**src/rtl/ctrl_pkg.sv**
```systemverilog
// Shared encodings for the multi-cycle RV32 control unit: FSM states, opcodes,
// branch funct3 values, ALU op encoding and trap causes.
package ctrl_pkg;

  localparam logic [2:0] ST_IDLE   = 3'd0;
  localparam logic [2:0] ST_FETCH  = 3'd1;
  localparam logic [2:0] ST_DECODE = 3'd2;
  localparam logic [2:0] ST_EXEC   = 3'd3;
  localparam logic [2:0] ST_WB     = 3'd4;
  localparam logic [2:0] ST_TRAP   = 3'd5;

  typedef enum logic [2:0] {
    IDLE   = ST_IDLE,
    FETCH  = ST_FETCH,
    DECODE = ST_DECODE,
    EXEC   = ST_EXEC,
    WB     = ST_WB,
    TRAP   = ST_TRAP
  } state_t;

  localparam logic [6:0] OP_R = 7'b0110011;
  localparam logic [6:0] OP_I = 7'b0010011;
  localparam logic [6:0] OP_B = 7'b1100011;

  localparam logic [2:0] F3_BEQ = 3'b000;
  localparam logic [2:0] F3_BNE = 3'b001;
  localparam logic [2:0] F3_BLT = 3'b100;
  localparam logic [2:0] F3_BGE = 3'b101;

  localparam logic [3:0] ALU_SUB = 4'b1000;

  typedef enum logic [1:0] {
    TC_NONE    = 2'b00,
    TC_ILLEGAL = 2'b01,
    TC_TIMEOUT = 2'b10
  } trap_cause_t;

  function automatic logic is_branch_f3_legal(input logic [2:0] f3);
    return (f3 == F3_BEQ) || (f3 == F3_BNE) || (f3 == F3_BLT) || (f3 == F3_BGE);
  endfunction

  // Only shifts (funct3=101) carry the arithmetic bit on I-type; elsewhere
  // instr[30] is immediate data and must not leak into the ALU op.
  function automatic logic [3:0] alu_ctrl(input logic [6:0] opcode,
                                          input logic [2:0] f3,
                                          input logic       f7b5);
    if (opcode == OP_B)      return ALU_SUB;
    else if (opcode == OP_R) return {f7b5, f3};
    else                     return {(f3 == 3'b101) & f7b5, f3};
  endfunction

endpackage

```
**src/rtl/ctrl_branch_unit.sv**
```systemverilog
// Branch resolution from datapath compare flags, plus the sign-extended
// B-type immediate used for the taken target.
module ctrl_branch_unit
  import ctrl_pkg::*;
(
  input  logic [2:0]  funct3,
  input  logic        isZero,
  input  logic        isBLT,
  input  logic        isBGT,
  input  logic [6:0]  ir_hi,
  input  logic [4:0]  ir_lo,
  output logic        taken,
  output logic [31:0] imm_b
);

  always_comb begin
    taken = 1'b0;
    case (funct3)
      F3_BEQ:  taken = isZero;
      F3_BNE:  taken = !isZero;
      F3_BLT:  taken = isBLT;
      F3_BGE:  taken = isBGT | isZero;
      default: taken = 1'b0;
    endcase
  end

  // ir_hi = instr[31:25], ir_lo = instr[11:7]
  assign imm_b = {{20{ir_hi[6]}}, ir_lo[0], ir_hi[5:0], ir_lo[4:1], 1'b0};

endmodule

```
**src/rtl/multicycle_ctrl_fsm.sv**
```systemverilog
// Multi-cycle control unit for the non-pipelined RV32 datapath: owns PC and IR,
// fetches over a req/valid handshake and sequences R, I-ALU and branch instructions.
//
// state  | meaning
// IDLE   | parked at an instruction boundary, waiting for run
// FETCH  | imem_req high, waiting for imem_valid (bounded by FETCH_TIMEOUT)
// DECODE | IR holds the instruction; legality check
// EXEC   | ALU op driven; branches resolve and retire here
// WB     | register write strobe (unless rd=0), PC+4, retire
// TRAP   | terminal; only reset leaves
module multicycle_ctrl_fsm
  import ctrl_pkg::*;
#(
  parameter logic [31:0] RESET_PC      = 32'h0000_0000,
  parameter int          FETCH_TIMEOUT = 16
) (
  input  logic        clk,
  input  logic        reset,
  input  logic        run,
  output logic        imem_req,
  output logic [31:0] imem_addr,
  input  logic        imem_valid,
  input  logic [31:0] imem_rdata,
  input  logic        isZero,
  input  logic        isBLT,
  input  logic        isBGT,
  output logic [31:0] instr,
  output logic        regWrite,
  output logic        isALUreg,
  output logic [3:0]  alucontrol,
  output logic [31:0] pcNext,
  output logic        retired,
  output logic        trap,
  output logic [1:0]  trap_cause
);

  localparam int CNT_W = $clog2(FETCH_TIMEOUT + 1);
  localparam logic [CNT_W-1:0] CNT_LAST = CNT_W'(FETCH_TIMEOUT - 1);

  state_t            state_q, state_d;
  logic [31:0]       pc_q, pc_d;
  logic [31:0]       ir_q, ir_d;
  logic [CNT_W-1:0]  cnt_q, cnt_d;
  trap_cause_t       cause_q, cause_d;

  logic [6:0]  opcode;
  logic [2:0]  funct3;
  logic [4:0]  rd;
  logic        is_r, is_i, is_b;
  logic        legal;
  logic        br_taken;
  logic [31:0] imm_b;
  logic        in_exwb;

  assign opcode = ir_q[6:0];
  assign funct3 = ir_q[14:12];
  assign rd     = ir_q[11:7];
  assign is_r   = (opcode == OP_R);
  assign is_i   = (opcode == OP_I);
  assign is_b   = (opcode == OP_B);
  assign legal  = is_r | is_i | (is_b & is_branch_f3_legal(funct3));

  ctrl_branch_unit u_branch (
    .funct3 (funct3),
    .isZero (isZero),
    .isBLT  (isBLT),
    .isBGT  (isBGT),
    .ir_hi  (ir_q[31:25]),
    .ir_lo  (ir_q[11:7]),
    .taken  (br_taken),
    .imm_b  (imm_b)
  );

  always_comb begin
    state_d = state_q;
    pc_d    = pc_q;
    ir_d    = ir_q;
    cnt_d   = cnt_q;
    cause_d = cause_q;
    case (state_q)
      IDLE: if (run) state_d = FETCH;
      FETCH: begin
        // A valid arriving on the last allowed cycle still completes the fetch.
        if (imem_valid) begin
          ir_d    = imem_rdata;
          cnt_d   = '0;
          state_d = DECODE;
        end else if (cnt_q == CNT_LAST) begin
          cause_d = TC_TIMEOUT;
          state_d = TRAP;
        end else begin
          cnt_d = cnt_q + CNT_W'(1);
        end
      end
      DECODE: begin
        if (legal) begin
          state_d = EXEC;
        end else begin
          cause_d = TC_ILLEGAL;
          state_d = TRAP;
        end
      end
      EXEC: begin
        if (is_b) begin
          pc_d    = br_taken ? (pc_q + imm_b) : (pc_q + 32'd4);
          state_d = run ? FETCH : IDLE;
        end else begin
          state_d = WB;
        end
      end
      WB: begin
        pc_d    = pc_q + 32'd4;
        state_d = run ? FETCH : IDLE;
      end
      TRAP:    state_d = TRAP;
      default: state_d = IDLE;
    endcase
  end

  always_ff @(posedge clk or negedge reset) begin
    if (!reset) begin
      state_q <= IDLE;
      pc_q    <= RESET_PC;
      ir_q    <= '0;
      cnt_q   <= '0;
      cause_q <= TC_NONE;
    end else begin
      state_q <= state_d;
      pc_q    <= pc_d;
      ir_q    <= ir_d;
      cnt_q   <= cnt_d;
      cause_q <= cause_d;
    end
  end

  // Moore outputs: everything below depends only on registered state.
  assign in_exwb    = (state_q == EXEC) || (state_q == WB);
  assign imem_req   = (state_q == FETCH);
  assign imem_addr  = pc_q;
  assign pcNext     = pc_q;
  assign instr      = ir_q;
  assign alucontrol = in_exwb ? alu_ctrl(opcode, funct3, ir_q[30]) : 4'b0000;
  assign isALUreg   = in_exwb & (is_r | is_b);
  assign regWrite   = (state_q == WB) && (rd != 5'd0);
  assign retired    = (state_q == WB) || ((state_q == EXEC) && is_b);
  assign trap       = (state_q == TRAP);
  assign trap_cause = cause_q;

endmodule

```
**config.mk**
```make
export PLATFORM = sky130hd
export DESIGN_NAME = multicycle_ctrl_fsm
export DESIGN_NICKNAME = d
export VERILOG_FILES = /design/src/rtl/ctrl_pkg.sv /design/src/rtl/ctrl_branch_unit.sv /design/src/rtl/multicycle_ctrl_fsm.sv
export SDC_FILE = /design/constraint.sdc
export NUM_CORES = 1
export LEC_CHECK = 0
export ABC_AREA = 1
export CAP_MARGIN = 5
export CORE_MARGIN = 2
export CORE_UTILIZATION = 25
export DETAILED_ROUTE_END_ITERATION = 7
export PLACE_DENSITY_LB_ADDON = 0.2
export RECOVER_POWER = 25
export SLEW_MARGIN = 20
export SYNTH_ARGS = -nofsm -noshare
export SYNTH_HDL_FRONTEND = slang
export SYNTH_HIERARCHICAL = 1
export SYNTH_SLANG_ARGS = --single-unit
```
**constraint.sdc**
```tcl
create_clock -name clk -period 1.9 [get_ports clk]
set_input_delay 0.38 -clock clk [delete_from_list [all_inputs] [get_ports clk]]
set_output_delay 0.38 -clock clk [all_outputs]
set_load 0.01 [all_outputs]
```
== Word-level counts from Yosys, hierarchy flattened ==
Index checks and enable logic that the tools add are counted.

* $add $sub $neg: 3
* Equality and inequality tests: 19
* Mux-type cells: 20
* Bitwise gates (word level): 7
* Reduce and logical (&&, ||, !) cells: 18

{| class="wikitable"
|+ Operator list
! operator !! number
|-
| $mux W32 || 2
|-
| $pmux W32 S2 || 1
|-
| $add A32 B3 Y32 const B || 1
|-
| $add A32 B32 Y32 || 1
|-
| $pmux W3 S6 || 1
|-
| $mux W3 || 5
|-
| $eq A3 B3 Y1 const B || 4
|-
| $mux W4 || 3
|-
| $mux W5 || 2
|-
| $ne A2 B2 Y1 const B || 5
|-
| $reduce_and A2 Y1 || 4
|-
| $eq A7 B5 Y1 const B || 1
|-
| $eq A7 B6 Y1 const B || 1
|-
| $eq A7 B7 Y1 const B || 1
|-
| $eq A3 B1 Y1 const B || 2
|-
| $eq A3 B2 Y1 const B || 2
|-
| $logic_not A3 Y1 || 2
|-
| $mux W2 || 3
|-
| $add A5 B1 Y5 const B || 1
|-
| $eq A5 B4 Y1 const B || 1
|-
| $logic_or A1 B1 Y1 || 5
|-
| $reduce_bool A5 Y1 || 1
|-
| $or A1 B1 Y1 || 4
|-
| $pmux W1 S4 || 1
|-
| other kinds (9) || 13
|}

* Register bits: 74
* Bits of input ports: 39
* Output and inout bits: 107
* Logic and storage cells: 72

== Logic depth before layout (Yosys ltp) ==
Gate-level depths: netlist of run 1.

* Depth in word-level cells: 8
* Depth in mapped cells: 15
* Gate-level depth less buffers: 14

== Modules after synthesis ==
Netlist of run 1, hierarchy kept.

{| class="wikitable"
|+ Modules (own cells, without submodules)
! module !! instances !! cells each !! area an instance (µm²)
|-
| multicycle_ctrl_fsm || 1 || 1096 || 6705.2
|-
| ctrl_branch_unit || 1 || 47 || 301.5
|}

== Least setup slack after synthesis of run 1 ==
Ideal clock, no wire load.

* Kind: register to register
* Start: reg ir_q[31], in the netlist instr[31]
* End: reg pc_q[26], in the netlist imem_addr[26]
* Setup time: 116 ps
* Arrival time: 1998 ps
* Slack: -215 ps
* Cell stages (with the launch flop): 13
* Path buffers: 1
* Period minus slack after synthesis: 2115 ps
* Path through: dfrtp_1 buf_4 ha_1 a21oi_1 nand2_1 a21oi_1 nor2_1 nor2_1 nand2_1 nand2_1 nand3_1 nand2_1 nand2_1

* Longest elaborated chain between the ends: 4

{| class="wikitable"
|+ Ends and longest elaborated chain
! what !! line !! RTL
|-
| start: declaration || multicycle_ctrl_fsm.sv:42 || <nowiki>logic [31:0] ir_q, ir_d;</nowiki>
|-
| start signal: assignment || multicycle_ctrl_fsm.sv:130 || <nowiki>ir_q <= ir_d;</nowiki>
|-
| $add A32 B32 Y32 || multicycle_ctrl_fsm.sv:105 || <nowiki>pc_d = br_taken ? (pc_q + imm_b) : (pc_q + 32'd4);</nowiki>
|-
| $mux W32 || multicycle_ctrl_fsm.sv:105 ||
|-
| $mux W32 || multicycle_ctrl_fsm.sv:104 || <nowiki>if (is_b) begin</nowiki>
|-
| $pmux W32 S2 || multicycle_ctrl_fsm.sv:80 || <nowiki>case (state_q)</nowiki>
|-
| end signal: assignment || multicycle_ctrl_fsm.sv:129 || <nowiki>pc_q <= pc_d;</nowiki>
|-
| end: declaration || multicycle_ctrl_fsm.sv:41 || <nowiki>logic [31:0] pc_q, pc_d;</nowiki>
|}

Every way passes these cells. The select of a mux whose other input is x is not followed.
A chain may end at the register's enable or synchronous reset.

== Worst setup path after layout of run 1 ==
* Start: reg ir_q[31], in the netlist instr[31]
* End: reg pc_q[24], in the netlist imem_addr[24]

Same word-level chain as after synthesis.

==> flow_summary.rst, run 1 <==
.. list-table::
   :header-rows: 1

   * - Metric
     - Value
   * - Status
     - complete, but fails checks
   * - Violated checks
     - setup timing
   * - Synth Net Count
     - roughly 1200
   * - Most used flip-flop cell after synthesis
     - sky130_fd_sc_hd__dfrtp_1
   * - Sequential share of the synthesized area
     - 26.43%
   * - Num rows
     - a little over 60
   * - Area growth from synthesis to layout
     - 66.61%
   * - Number of enable-type register cells in the synthesized netlist
     - 0
   * - Top cell type's share of synthesized area
     - a little over a quarter
   * - Final period utilization
     - 112.1%
   * - Area contributors post-synth
     - sky130_fd_sc_hd__dfrtp_1 (26%), sky130_fd_sc_hd__nand2_1 (22%), sky130_fd_sc_hd__inv_1 (9.8%)
   * - Number of optimization iterations in the first detailed-route pass
     - 5
   * - Number of cells produced by synthesis
     - around 1100
   * - Count leader, synth
     - sky130_fd_sc_hd__nand2_1
   * - Crit path launch type
     - flip-flop
   * - Die Y
     - approximately 170 µm
   * - Share of async-settable or async-resettable flops after synthesis
     - 100.0%
   * - Global router's overall resource usage
     - a little under a fifth
   * - Final period demand of the worst path
     - approximately 2.1 ns
   * - Global-route wire length before repair
     - around 42 mm
   * - Cell taking the most area after synthesis
     - sky130_fd_sc_hd__dfrtp_1
   * - TritonCTS sink count
     - 74
   * - DIE AREA
     - about 0.029 mm²
   * - Slack of the worst reg-to-reg path
     - -0.23 ns
   * - Pins over their slew limit
     - 0
   * - Power per unit of standard cell area
     - around 2100 mW/mm²
   * - Setup repair after global routing missed its margin
     - yes
   * - Maximum fanout along the worst path
     - 7
   * - Horiz. Die Dim
     - approximately 170 µm
   * - Compound-gate portion of the synthesized area
     - 9.429%
   * - Sum of overflow across all layers after global routing
     - 0
   * - Number of nets at the end of the flow
     - roughly 1500
   * - Final setup margin
     - -0.2304 ns
   * - Detailed placer's ending HPWL
     - ~21 mm
   * - Via density
     - about 4.5
   * - Clock power share
     - 7.4%
   * - Xor/xnor share of the synthesized area
     - under 10%
   * - Main combinational cell family by area after synthesis
     - simple AND/OR/NAND/NOR gates
   * - Hold WS
     - 0.4745 ns
   * - Combinational cell fraction of total power
     - between 80% and 90%
   * - Type of the worst setup path
     - flip-flop to flip-flop
   * - Count of final hold-check violations
     - 0
   * - Worst rel slew slack
     - ~47%
   * - Worst setup EP type
     - flip-flop
   * - Internal power
     - between 10000 and 15000 µW
   * - Starting DRT DRC Count
     - ~300
   * - Register clock-pin slew on the reported worst setup and hold paths
     - 0.07 ns
   * - Boundary Pins
     - between 100 and 150
   * - Mux contribution to synthesized area
     - 0.1607%
   * - CTS tree
     - done
   * - Total inserted antenna cells
     - 0
   * - Synth Area in Adders
     - ~6.4%
   * - Average detailed-routed wire length per instance
     - approximately 16 µm
   * - Fraction of power spent switching nets
     - between 40% and 50%
   * - YS warnings
     - 6
   * - Syn Std Cell Area
     - between 0.007 and 0.008 mm²
   * - Post-synthesis simple-gate area fraction
     - 38.13%
   * - Clock tree skew after final layout
     - 0.008711 ns
   * - Dpl cells
     - 1747
   * - Number of storage elements in the synthesis netlist
     - 74
   * - Post-Route WL
     - about 28 mm
   * - Leakage component of the power
     - ~0.006 µW
   * - Library cells used by synthesis
     - 43
   * - Required time of the worst setup path
     - approximately 2.1 ns
   * - Final ANT Viol Nets
     - 0
   * - Share of cells above drive strength 1
     - roughly a third
   * - Via count of the first global-routing pass
     - 7861
   * - Worst reg2reg path depth
     - 12
   * - Commonest cells in the netlist
     - sky130_fd_sc_hd__nand2_1 (409), sky130_fd_sc_hd__inv_1 (183), sky130_fd_sc_hd__nand3_1 (81), sky130_fd_sc_hd__nor2_1 (80), sky130_fd_sc_hd__dfrtp_1 (74)
   * - Cts bufs inserted
     - 9
   * - Routed vias
     - ~8000
   * - Max-capacitance violation count
     - 0
   * - Non-filler instance count after layout
     - between 1500 and 2000
   * - Number of cells on the worst hold path
     - 2
   * - Worst hold path class
     - flip-flop to flip-flop
   * - Post-synthesis area per instance
     - just over 6 µm²
   * - Clock latency on the worst-skew pair
     - ~0.35 ns
   * - Transition at the pin with the smallest max-transition slack
     - ~0.79 ns
   * - IR Drop Worst-Case VDD
     - ~720 µV
   * - CTS Buffer Depth
     - 2
   * - Total core area
     - around 0.028 mm²
   * - Worst hold path endpoint
     - instr[18]
   * - Antenna violations before repair
     - 0
   * - Global placer's final weighted congestion
     - 0.8836
   * - Hold path startpoint
     - instr[18]
   * - Final setup violation count
     - 26
   * - Switching pwr
     - 12030 µW
   * - Terminus of the critical flop-to-flop path
     - imem_addr[24]
   * - Initial cell density of the core
     - between 20 and 30%
   * - Upper clock frequency limit
     - approximately 0.47 GHz
   * - # H-tree levels
     - 3
   * - Pin count of the biggest net entering global routing
     - just over 40
   * - Quantity of I/O buffers inserted on ports
     - 145
   * - Number of filler instances in the final layout
     - about 2900
   * - Root Driver
     - sky130_fd_sc_hd__clkbuf_16
   * - DRC violations left
     - 0
   * - Data arrival time of the critical path
     - 2.37 ns
   * - Sequential group share of total power
     - about an eighth
   * - Launching point of the worst reg2reg path
     - instr[31]
[what timing repair did]
action                                  4_1_cts  5_1_grt
gates cloned                                  2        3
resized for setup                           132      238
buffers inserted                             13       23
endpoints found under the setup margin       51       65
hold buffers                                  1        0
hold endpoints to repair                     26        0
pin swaps                                    15       83
[layout by cell type (no fill, tap or decap), types with 6 or more instances in the layout]
master,Yosys,final
sky130_fd_sc_hd__a21oi_1,63,35
sky130_fd_sc_hd__a21oi_2,0,23
sky130_fd_sc_hd__buf_12,0,12
sky130_fd_sc_hd__buf_2,8,6
sky130_fd_sc_hd__buf_4,65,159
sky130_fd_sc_hd__buf_6,2,26
sky130_fd_sc_hd__clkbuf_16,0,13
sky130_fd_sc_hd__clkdlybuf4s50_1,0,118
sky130_fd_sc_hd__dfrtp_1,74,68
sky130_fd_sc_hd__dfrtp_2,0,6
sky130_fd_sc_hd__dlymetal6s2s_1,0,15
sky130_fd_sc_hd__ha_1,34,6
sky130_fd_sc_hd__ha_4,0,28
sky130_fd_sc_hd__inv_1,183,161
sky130_fd_sc_hd__inv_2,3,21
sky130_fd_sc_hd__nand2_1,409,310
sky130_fd_sc_hd__nand2_2,5,86
sky130_fd_sc_hd__nand2_4,0,16
sky130_fd_sc_hd__nand3_1,81,70
sky130_fd_sc_hd__nand3_2,1,11
sky130_fd_sc_hd__nand4_1,10,10
sky130_fd_sc_hd__nor2_1,80,54
sky130_fd_sc_hd__nor2_2,10,24
sky130_fd_sc_hd__nor2_4,3,15
sky130_fd_sc_hd__nor3_1,15,8
sky130_fd_sc_hd__nor3_2,3,6
sky130_fd_sc_hd__o21ai_0,43,26
sky130_fd_sc_hd__o21ai_1,0,13
sky130_fd_sc_hd__o21ai_2,2,6
[power groups by stage]
stage	combinational, µW	clock, µW	sequential [µW]
after floorplan	8150	0	3500
after global routing	21600	1950	3190
final	19800	1830	3120
after CTS	17100	1890	3010
after detailed placement	15800	0	2990
after global placement	15800	0	2990
[flip-flops by register name, summed over array words and instances (netlist names)]
register and count:
state_q 3, cnt_q 5, trap_cause 2, instr 32, imem_addr 32
[critical path: stages, from the launching register on]
cell                      delay (ns)
sky130_fd_sc_hd__dfrtp_2        0.52
sky130_fd_sc_hd__buf_12         0.20
sky130_fd_sc_hd__ha_4           0.31
sky130_fd_sc_hd__nand2_4        0.08
sky130_fd_sc_hd__nor2_4         0.15
sky130_fd_sc_hd__inv_4          0.07
sky130_fd_sc_hd__buf_6          0.12
sky130_fd_sc_hd__nor3_4         0.15
sky130_fd_sc_hd__nand3_2        0.09
sky130_fd_sc_hd__nand4_1        0.11
sky130_fd_sc_hd__nand3_1        0.08
sky130_fd_sc_hd__nand2_1        0.07
sky130_fd_sc_hd__nand2_1        0.05
[metal layers]
| metal | up-vias | GRT usage [%] | part of all wire [%] | routed length [µm] |
|---|---|---|---|---|
| li1 | 4059 | - | - | - |
| met3 | 37 | 3.221 | 5.9 | 1660 |
| met2 | 233 | 30.72 | 46 | 12880 |
| met1 | 3709 | 25.27 | 46 | 13110 |
| met5 | - | 0 | 0 | 0 |
| met4 | 0 | 4.937 | 2.2 | 613 |
[how the worst max path moves through the flow]
stage                   start       endpoint  slack (ns)  cells past startpoint
floorplan           instr[31]  imem_addr[26]     -0.0005                     13
global placement    instr[31]  imem_addr[23]       -0.30                     14
detailed placement  instr[31]  imem_addr[23]       -0.30                     14
CTS                  instr[2]        retired       -0.28                      8
global route        instr[31]  imem_addr[29]       -0.34                     14
finish              instr[31]  imem_addr[24]       -0.23                     12
[area by class of cell]
cell class | instances | area [µm²] | share of cell area, %
clock buffers | 10 | 229.0 | 1.961
clock inverters | 6 | 71.32 | 0.6109
inverters | 186 | 713.2 | 6.109
multi-input cells | 801 | 5015 | 42.96
flip-flops and latches | 74 | 1859 | 15.93
well taps | 378 | 473.0 | 4.051
repair buffers | 348 | 3313 | 28.38
[cell families (layout without fill, tap and decap cells)]
kind of cell / after synthesis / in the layout
buffers and inverters: 268 / 550
muxes: 1 / 1
DFF: 74 / 74
and+or+nand+nor: 631 / 631
other: 1 / 1
adders and majority gates: 35 / 35
xor gates and xnor gates: 10 / 10
AOI/OAI and AO/OA: 123 / 123
[metrics by stage]
stage	utilization [%]	worst slack, ns	TNS [ns]	total power, µW	cell area (µm²)
6_report	42.14	-0.2304	-3.357	24750	11670
5_1_grt	42.14	-0.3394	-6.734	26710	11670
4_1_cts	38.50	-0.2836	-6.398	21980	10670
3_5_place_dp	35.69	-0.3028	-8.412	18820	9887
3_3_place_gp	35.69	-0.3019	-8.032	18760	9887
2_1_floorplan	-	-0.0005067	-0.0005067	11640	7209
Note: power is estimated with default switching activity, not from simulation.
==> run 2: changes to the inputs <==
--- a/config.mk
+++ b/config.mk
@@ -10,7 +10,8 @@
 export CORE_MARGIN = 2
 export CORE_UTILIZATION = 25
 export DETAILED_ROUTE_END_ITERATION = 7
-export PLACE_DENSITY_LB_ADDON = 0.2
+export GPL_TIMING_DRIVEN = 0
+export PLACE_DENSITY = 0.46
 export RECOVER_POWER = 25
 export SLEW_MARGIN = 20
 export SYNTH_ARGS = -nofsm -noshare
==> flow_summary.rst, run 2 (synthesized netlist as in run 1, its figures left out) <==
.. list-table::
   :header-rows: 1

   * - Metric
     - Value
   * - Count of final hold-check violations
     - 0
   * - Worst setup EP type
     - flip-flop
   * - Hold buffers post-CTS
     - 0
   * - Upper clock frequency limit
     - 0.4401 GHz
   * - Final Core Density
     - a little over two fifths
   * - Global-route wire length before repair
     - 43.44 mm
   * - Area growth from synthesis to layout
     - 64.59%
   * - Horiz. Die Dim
     - between 150 and 200 µm
   * - Reg area
     - around 0.0019 mm²
   * - Root Driver
     - sky130_fd_sc_hd__clkbuf_16
   * - Final ANT Viol Nets
     - 0
   * - Detailed placer's ending HPWL
     - between 20 and 25 mm
   * - Crit path launch type
     - flip-flop
   * - Clock latency on the worst-skew pair
     - between 0.3 and 0.4 ns
   * - Type of the worst setup path
     - flip-flop to flip-flop
   * - Final period demand of the worst path
     - between 2 and 2.5 ns
   * - Worst hold path class
     - primary input to async pin
   * - Number of filler instances in the final layout
     - approximately 2900
   * - IR Drop Worst-Case VDD
     - approximately 700 µV
   * - Final Total Pwr
     - ~24000 µW
   * - Via count of the first global-routing pass
     - 7894
   * - Final setup violation count
     - 32
   * - Required time of the worst setup path
     - roughly 2.1 ns
   * - Violated checks
     - setup timing
   * - Status
     - complete, but fails checks
   * - Data arrival time of the critical path
     - ~2.5 ns
   * - Leakage component of the power
     - 0.005658 µW
   * - Power per unit of standard cell area
     - approximately 2100 mW/mm²
   * - Global placer's final weighted congestion
     - 0.8726
   * - Share of cells above drive strength 1
     - a little under two fifths
   * - Highest-count cells in the layout ignoring fill and taps
     - sky130_fd_sc_hd__nand2_1 (315), sky130_fd_sc_hd__inv_1 (157), sky130_fd_sc_hd__buf_4 (150)
   * - Hold WS
     - approximately 0.16 ns
   * - Final setup margin
     - -0.3723 ns
   * - Num rows
     - 61
   * - Clock tree skew after final layout
     - slightly above 0.008 ns
   * - Starting DRT DRC Count
     - 386
   * - DRC violations left
     - 0
   * - Total inserted antenna cells
     - 0
   * - Combined area of the multi-input logic cells
     - about 0.0052 mm²
   * - Leading cell type in the layout, fill and taps excluded
     - sky130_fd_sc_hd__nand2_1
   * - CTS Buffer Depth
     - 2
   * - Sum of overflow across all layers after global routing
     - 0
   * - Post-Route WL
     - 28.33 mm
   * - Cts bufs inserted
     - 9
   * - # H-tree levels
     - 3
   * - Pin count of the biggest net entering global routing
     - 40
   * - Antenna violations before repair
     - 0
   * - Via density
     - between 4 and 5
   * - Pins over their slew limit
     - 0
   * - Final period utilization
     - 119.6%
   * - Total core area
     - around 0.028 mm²
   * - DIE AREA
     - a little under 0.03 mm²
   * - Final total negative setup slack
     - -6.665 ns
   * - Average detailed-routed wire length per instance
     - approximately 16 µm
   * - Boundary Pins
     - between 100 and 150
   * - Quantity of I/O buffers inserted on ports
     - 145
   * - Maximum fanout along the worst path
     - 8
   * - Worst rel slew slack
     - about 37%
   * - CTS tree
     - done
   * - Transition at the pin with the smallest max-transition slack
     - about 0.94 ns
   * - Number of nets at the end of the flow
     - ~1500
   * - Max-capacitance violation count
     - 0
   * - Number of optimization iterations in the first detailed-route pass
     - 5
   * - Setup repair after global routing missed its margin
     - yes
   * - Initial cell density of the core
     - 25.29%
   * - Die Y
     - around 170 µm
   * - Global router's overall resource usage
     - between 10% and 20%
   * - TritonCTS sink count
     - between 70 and 80
   * - Register clock-pin slew on the reported worst setup and hold paths
     - 0.07 ns
   * - Routed vias
     - 8019
[run 2: cell types whose count changed in the layout (fill, tap and decap cells not counted), sizes merged]
cell / before / now
clkinvlp: 2 / 3
clkinv: 0 / 1
dlygate4sd2: 2 / 7
clkdlybuf4s50: 118 / 116
dlymetal6s2s: 15 / 10
bufinv: 1 / 0
buf: 205 / 189
dlygate4sd3: 1 / 0
[run 2: path summary, 6_finish.rpt]
kind / end / startpoint / depth (start not counted) / slack, ns
max in group asynchronous: imem_addr[16] / reset / 2 / 0.45
hold / removal: trap_cause[1] / reset / 1 / 0.16
setup reg to reg: imem_addr[30] / instr[31] / 15 / -0.37
hold reg to reg: instr[21] / instr[21] / 2 / 0.47
setup / recovery: imem_addr[30] / instr[31] / 15 / -0.37
min in group clk: instr[21] / instr[21] / 2 / 0.47
[run 2: area by class of cell]
class	count	area share, %
Buffer	79	5.609
Clock buffer	9	1.953
Clock inverter	7	0.5208
Inverter	186	6.141
Multi-Input combinational cell	801	45.30
Sequential cell	74	16.39
Tap cell	378	4.101
Timing Repair Buffer	251	19.98
[run 2: power by group]
group          total, µW  internal, µW  switching [µW]
sequential          3480          2360            1120
clock               1740           907             831
combinational      18900          8600           10300
total              24200         11900           12300
[run 2: repair_timing]
item	CTS	global route
pin swaps	78	67
gates resized for setup	284	164
cloned	1	0
setup buffers	70	35
setup endpoints to repair	88	88
hold endpoints to repair	0	0
[run 2: per-layer routing]
layer | part of all wire [%] | GRT usage, %
met1 | 44 | 24.90
met2 | 46 | 32.31
met3 | 6.4 | 4.050
met4 | 3.0 | 7.553
met5 | 0 | 0
[run 2: through the flow]
| step | std cells | worst slack, ns | area, µm² |
|---|---|---|---|
| global route | 1785 | -0.4711 | 11530 |
| finish | 1785 | -0.3723 | 11530 |
| CTS | 1753 | -0.3396 | 10810 |
| detailed placement | 1667 | -0.7392 | 9159 |
| floorplan | 1143 | -0.0005067 | 7209 |
| global placement | 1666 | -2.941 | 9134 |
[run 2: worst max-delay path, stage by stage (launching register included)]
cell	delay, ns
sky130_fd_sc_hd__dfrtp_4	0.58
sky130_fd_sc_hd__buf_12	0.18
sky130_fd_sc_hd__buf_6	0.11
sky130_fd_sc_hd__ha_4	0.25
sky130_fd_sc_hd__nand2_4	0.11
sky130_fd_sc_hd__inv_4	0.04
sky130_fd_sc_hd__nand2_2	0.06
sky130_fd_sc_hd__nand2_2	0.08
sky130_fd_sc_hd__a21oi_2	0.14
sky130_fd_sc_hd__nand2_2	0.15
sky130_fd_sc_hd__nand2_2	0.12
sky130_fd_sc_hd__nand2_1	0.05
sky130_fd_sc_hd__nand2_1	0.08
sky130_fd_sc_hd__nand3_2	0.08
sky130_fd_sc_hd__nand3_2	0.07
sky130_fd_sc_hd__nand2_1	0.05
==> RTL edit 1, RTL diff (config.mk and constraints of run 2) <==
One comparison of `cnt_q` changes from == to >=.
--- a/src/rtl/multicycle_ctrl_fsm.sv
+++ b/src/rtl/multicycle_ctrl_fsm.sv
@@ -87,3 +87,3 @@
           state_d = DECODE;
-        end else if (cnt_q == CNT_LAST) begin
+        end else if (cnt_q >= CNT_LAST) begin
           cause_d = TC_TIMEOUT;
Behaviour: no difference found for any inputs over 10 cycles, from zero or initial values and one cycle with reset low; that may be too few to reach the edited logic, so the function may still have changed.
==> RTL edit 1 against run 2 <==
- the flow still finishes with violations (negative setup slack)
- non-clock buffer count up 17
- hold slack better by 0.014 ns
- sequential cell count unchanged
- count of clock-buffer cells in the layout up 1
- clock power up 11%
- combinational power up 8%
- design area up 4.9%
- routed wire length up 1.6%
- power up 7.6%
- utilization up 1.9 points
- synthesized cell count up 1.0%
- worst setup slack better by 0.067 ns
- synthesized area up 0.52%
- first-iteration DRC count down 22%
- highest routed layer unchanged
==> RTL edit 1: results (changes against run 2) <==
* WL met1 at 12530 um (about the same)
* Reg area at 0.001898 mm^2 (+0.40%)
* Reg2reg end: imem_addr[27]
* Worst EP arrival at 2.44 ns (-0.08 ns)
* Reg2Reg Depth at 14 (-1)
* Share of layout cells above drive strength 1 at 41.30% (+4.3 points)
* GRT Total Usage at 19.46% (-0.055 points)
* Largest net degree at the start of global routing at 39 (-2.5%)
* Mux cell area share after synthesis at 0% (-0.16 points)
* Max VDD drop at 0.0006678 V (-4.3%)
* Final setup fails at 26 (-19%)
* Crit-path max cell delay at 0.52 ns (-0.06 ns)
* P_clk at 1.93 mW (+11%)
* DR iter-0 viols at 302 (-22%)
* Pwr dens at 2150 mW/mm^2 (+2.6%)
* Nets@finish at 1505 (+2.0%)
* Synth cell types at 45 (+4.7%)
* Skew final at 0.01046 ns (+0.002351 ns)
* Comb pwr share at 78.9% (+0.5 points)
* WL/cell at 15.87 um (about the same)
* Worst slack at placement at -0.8502 ns (-0.1110 ns)
* Sequential area share after synthesis at 26.29% (-0.14 points)
* Setup ws final at -0.3057 ns (+0.06660 ns)
* Status: finished, violations left
* CP Max Fanout at 7 (-1)
* P_leak at 5.891 nW (+4.1%)
* Multi-input combinational area share at 45.99% (+0.70 points)
* Setup TNS at -4.213 ns (+2.452 ns)
* Bufs w/o clock at 347 (+5.2%)
* Rel. slew slack at 34.76% (-2.5 points)
* Failing checks: negative setup slack
* Multi-input gate count at 817 (+2.0%)
* Post-synthesis compound-gate area fraction at 9.593% (+0.16 points)
* Post-Syn Nets at 1229 (+0.99%)
* Buffering overhead at 25.90% (+0.31 points)
[RTL edit 1: worst max path at each step]
stage                               end  slack [ns]
after detailed placement  imem_addr[26]       -0.85
after floorplan           imem_addr[31]      -0.005
final                     imem_addr[27]       -0.31
after global placement        instr[31]       -2.82
after global routing      imem_addr[19]       -0.41
after CTS                 imem_addr[27]       -0.29
[RTL edit 1: through the flow]
stage          hold slack (ns)  std cells  instance area (um^2)
5_1_grt                 0.2472       1814                 12100
2_1_floorplan          0.08441       1155                  7232
4_1_cts               0.006094       1763                 10800
3_3_place_gp            0.4549       1678                  9156
6_report                0.1745       1814                 12100
3_5_place_dp            0.3943       1679                  9174
[RTL edit 1: repair_timing]
action                     4_1_cts  5_1_grt
pin swaps                       85      130
resized for setup              265      287
hold buffers                     0        0
setup endpoints to repair       90       60
buffers inserted                68       54
[RTL edit 1: metal layers]
layer	global-route usage, %	vias up
met4	5.042	0
met5	0	-
met2	33.56	213
li1	-	4133
met3	4.441	29
met1	24.44	3814
==> RTL edit 2, RTL diff (config.mk and constraints of run 2) <==
Without the edit above. Change the parameter `FETCH_TIMEOUT` from 16 to 8.
--- a/src/rtl/multicycle_ctrl_fsm.sv
+++ b/src/rtl/multicycle_ctrl_fsm.sv
@@ -14,3 +14,3 @@
   parameter logic [31:0] RESET_PC      = 32'h0000_0000,
-  parameter int          FETCH_TIMEOUT = 16
+  parameter int          FETCH_TIMEOUT = 8
 ) (
Behaviour: not the same (a bounded check fails within 10 cycles, from zero or initial values and one cycle with reset low).
==> RTL edit 2 against run 2 <==
- sequential power decreased by 1%
- critical path depth decreased by 1
- utilization shrank 0.94 points
- power decreased by 5.1%
- highest routed layer unchanged
- routed wire length shrank 2.0%
- fmax rose by 2.2%
- sequential cell count is 1 lower
- design area down 2.8%
- critical path type unchanged
- the flow still finishes with violations (negative setup slack)
- worst setup slack gained 0.050 ns
- largest power group unchanged
- combinational power down 6%
- synthesized area shrank 0.89%
- cell count rose by 0.22%
==> RTL edit 2: results (changes against run 2) <==
* Status: finished, violations left
* Failing checks: negative setup slack
* Gpl congestion at 0.8781 (+0.63%)
* Setup ws final at -0.3226 ns (+0.04977 ns)
* Rel. slew slack at 36.92% (-0.32 points)
* P_leak at 5.587 nW (-1.3%)
* Share of layout cells above drive strength 1 at 33.03% (-4.0 points)
* Post-synthesis compound-gate area fraction at 8.685% (-0.74 points)
* CTS Buffer Depth at 2 (unchanged)
* Root Buffer: clkbuf_16
* DP Area at 0.008985 mm^2 (-1.9%)
* Vias in the first global route at 7617 (-3.5%)
* Vias at 8048 (+0.36%)
* Fillers at 2936 (+1.1%)
* Comb pwr share at 77.5% (-0.9 points)
* First-pass GRT wire length at 42330 um (-2.6%)
* Synth cell types at 39 (-9.3%)
* DR pass1 iterations at 5 (unchanged)
* Nets@finish at 1479 (+0.20%)
* Worst slack at placement at -0.8084 ns (-0.06912 ns)
* Top Metal Used: met4
* Largest net degree at the start of global routing at 38 (-5.0%)
* Crit-path max cell delay at 0.52 ns (-0.06 ns)
* GRT Total Usage at 18.98% (-0.54 points)
* Sw frac at 50.47% (-0.38 points)
* Ant. Diodes at 0 (unchanged)
* DR iter-0 viols at 379 (-1.8%)
* Asr flop ratio synth at 100.0% (unchanged)
* Post-Syn Nets at 1233 (+1.3%)
* Drt total wl at 27770 um (-2.0%)
* Mux cell area share after synthesis at 0.1622% (+0.0014 points)
* Synth Area in XOR/XNOR at 0.6306% (-0.62 points)
* Latest clock arrival within the worst-skew pair at 0.36 ns (about the same)
* WL met1 at 12370 um (-1.3%)
* Met3 routed WL at 1328 um (-27%)
* WL met2 at 13310 um (+1.5%)
* Syn Area/Cell at 5.986 um^2 (-2.3%)
* Sequential area share after synthesis at 26.31% (-0.12 points)
* Hold slack at 0.1544 ns (-0.006281 ns)
* Final HPWL DP at 20490 um (+0.43%)
* Synth top cells by count: nand2_1 (431), inv_1 (183), nor2_1 (95)
* CP Max Fanout at 5 (-3)
* Vias/cell at 4.499 (+0.14%)
* P_clk at 1.71 mW
* Post-Synth Adder-Cell Area at 6.234% (-0.12 points)
* Largest cells by area after synthesis: dfrtp_1 (26%), nand2_1 (23%), inv_1 (9.9%)
* Worst EP arrival at 2.47 ns (-0.05 ns)
* Max VDD drop at 0.0006006 V (-14%)
* Placed cells at 1684 (+1.0%)
* Skew final at 0.008827 ns (+0.0007150 ns)
* Final setup fails at 26 (-19%)
## RTL edit 2: cell families (layout without fill, tap and decap cells)
kind of cell | count (synthesis) | after routing
xor+xnor | 5 | 5
flops | 73 | 73
fa+ha+maj | 34 | 34
mux | 1 | 1
compound gates | 113 | 113
other cells | 1 | 1
simple gates | 665 | 665
buf+inv | 268 | 519
## RTL edit 2: final timing paths
path                            endpoint  cells after the start
setup / recovery           imem_addr[30]                     14
min in group clk               instr[20]                      2
setup reg to reg           imem_addr[30]                     14
max in group asynchronous  imem_addr[21]                      2
hold / removal                  instr[5]                      1
hold reg to reg                instr[20]                      2
## RTL edit 2: metal layers
layer | global-route usage (%) | vias up
met3 | 3.146 | 43
li1 | - | 4064
met5 | 0 | -
met4 | 6.429 | 0
met2 | 32.44 | 215
met1 | 24.21 | 3726
## RTL edit 2: timing repair
item / CTS / global route
gates resized for setup: 291 / 119
pin swaps: 62 / 47
endpoints found under the hold margin: 0 / 0
setup buffers: 51 / 40
setup endpoints to repair: 83 / 80
## RTL edit 2: cell type report
| class | count | area [um^2] | area share (%) |
|---|---|---|---|
| Multi-Input combinational cell | 819 | 5059 | 45.13 |
| Timing Repair Buffer | 236 | 2205 | 19.67 |
| Sequential cell | 73 | 1872 | 16.70 |
| Inverter | 187 | 711.9 | 6.351 |
| Buffer | 80 | 600.6 | 5.358 |
| Tap cell | 378 | 473.0 | 4.219 |
| Clock buffer | 9 | 225.2 | 2.009 |
| Clock inverter | 7 | 63.81 | 0.5693 |
## RTL edit 2: stage by stage
stage	total power, mW	TNS, ns
floorplan	11.07	-0.04760
global placement	16.10	-210.01
detailed placement	16.13	-24.07
CTS	21.45	-5.238
global route	24.78	-7.756
finish	22.93	-4.484
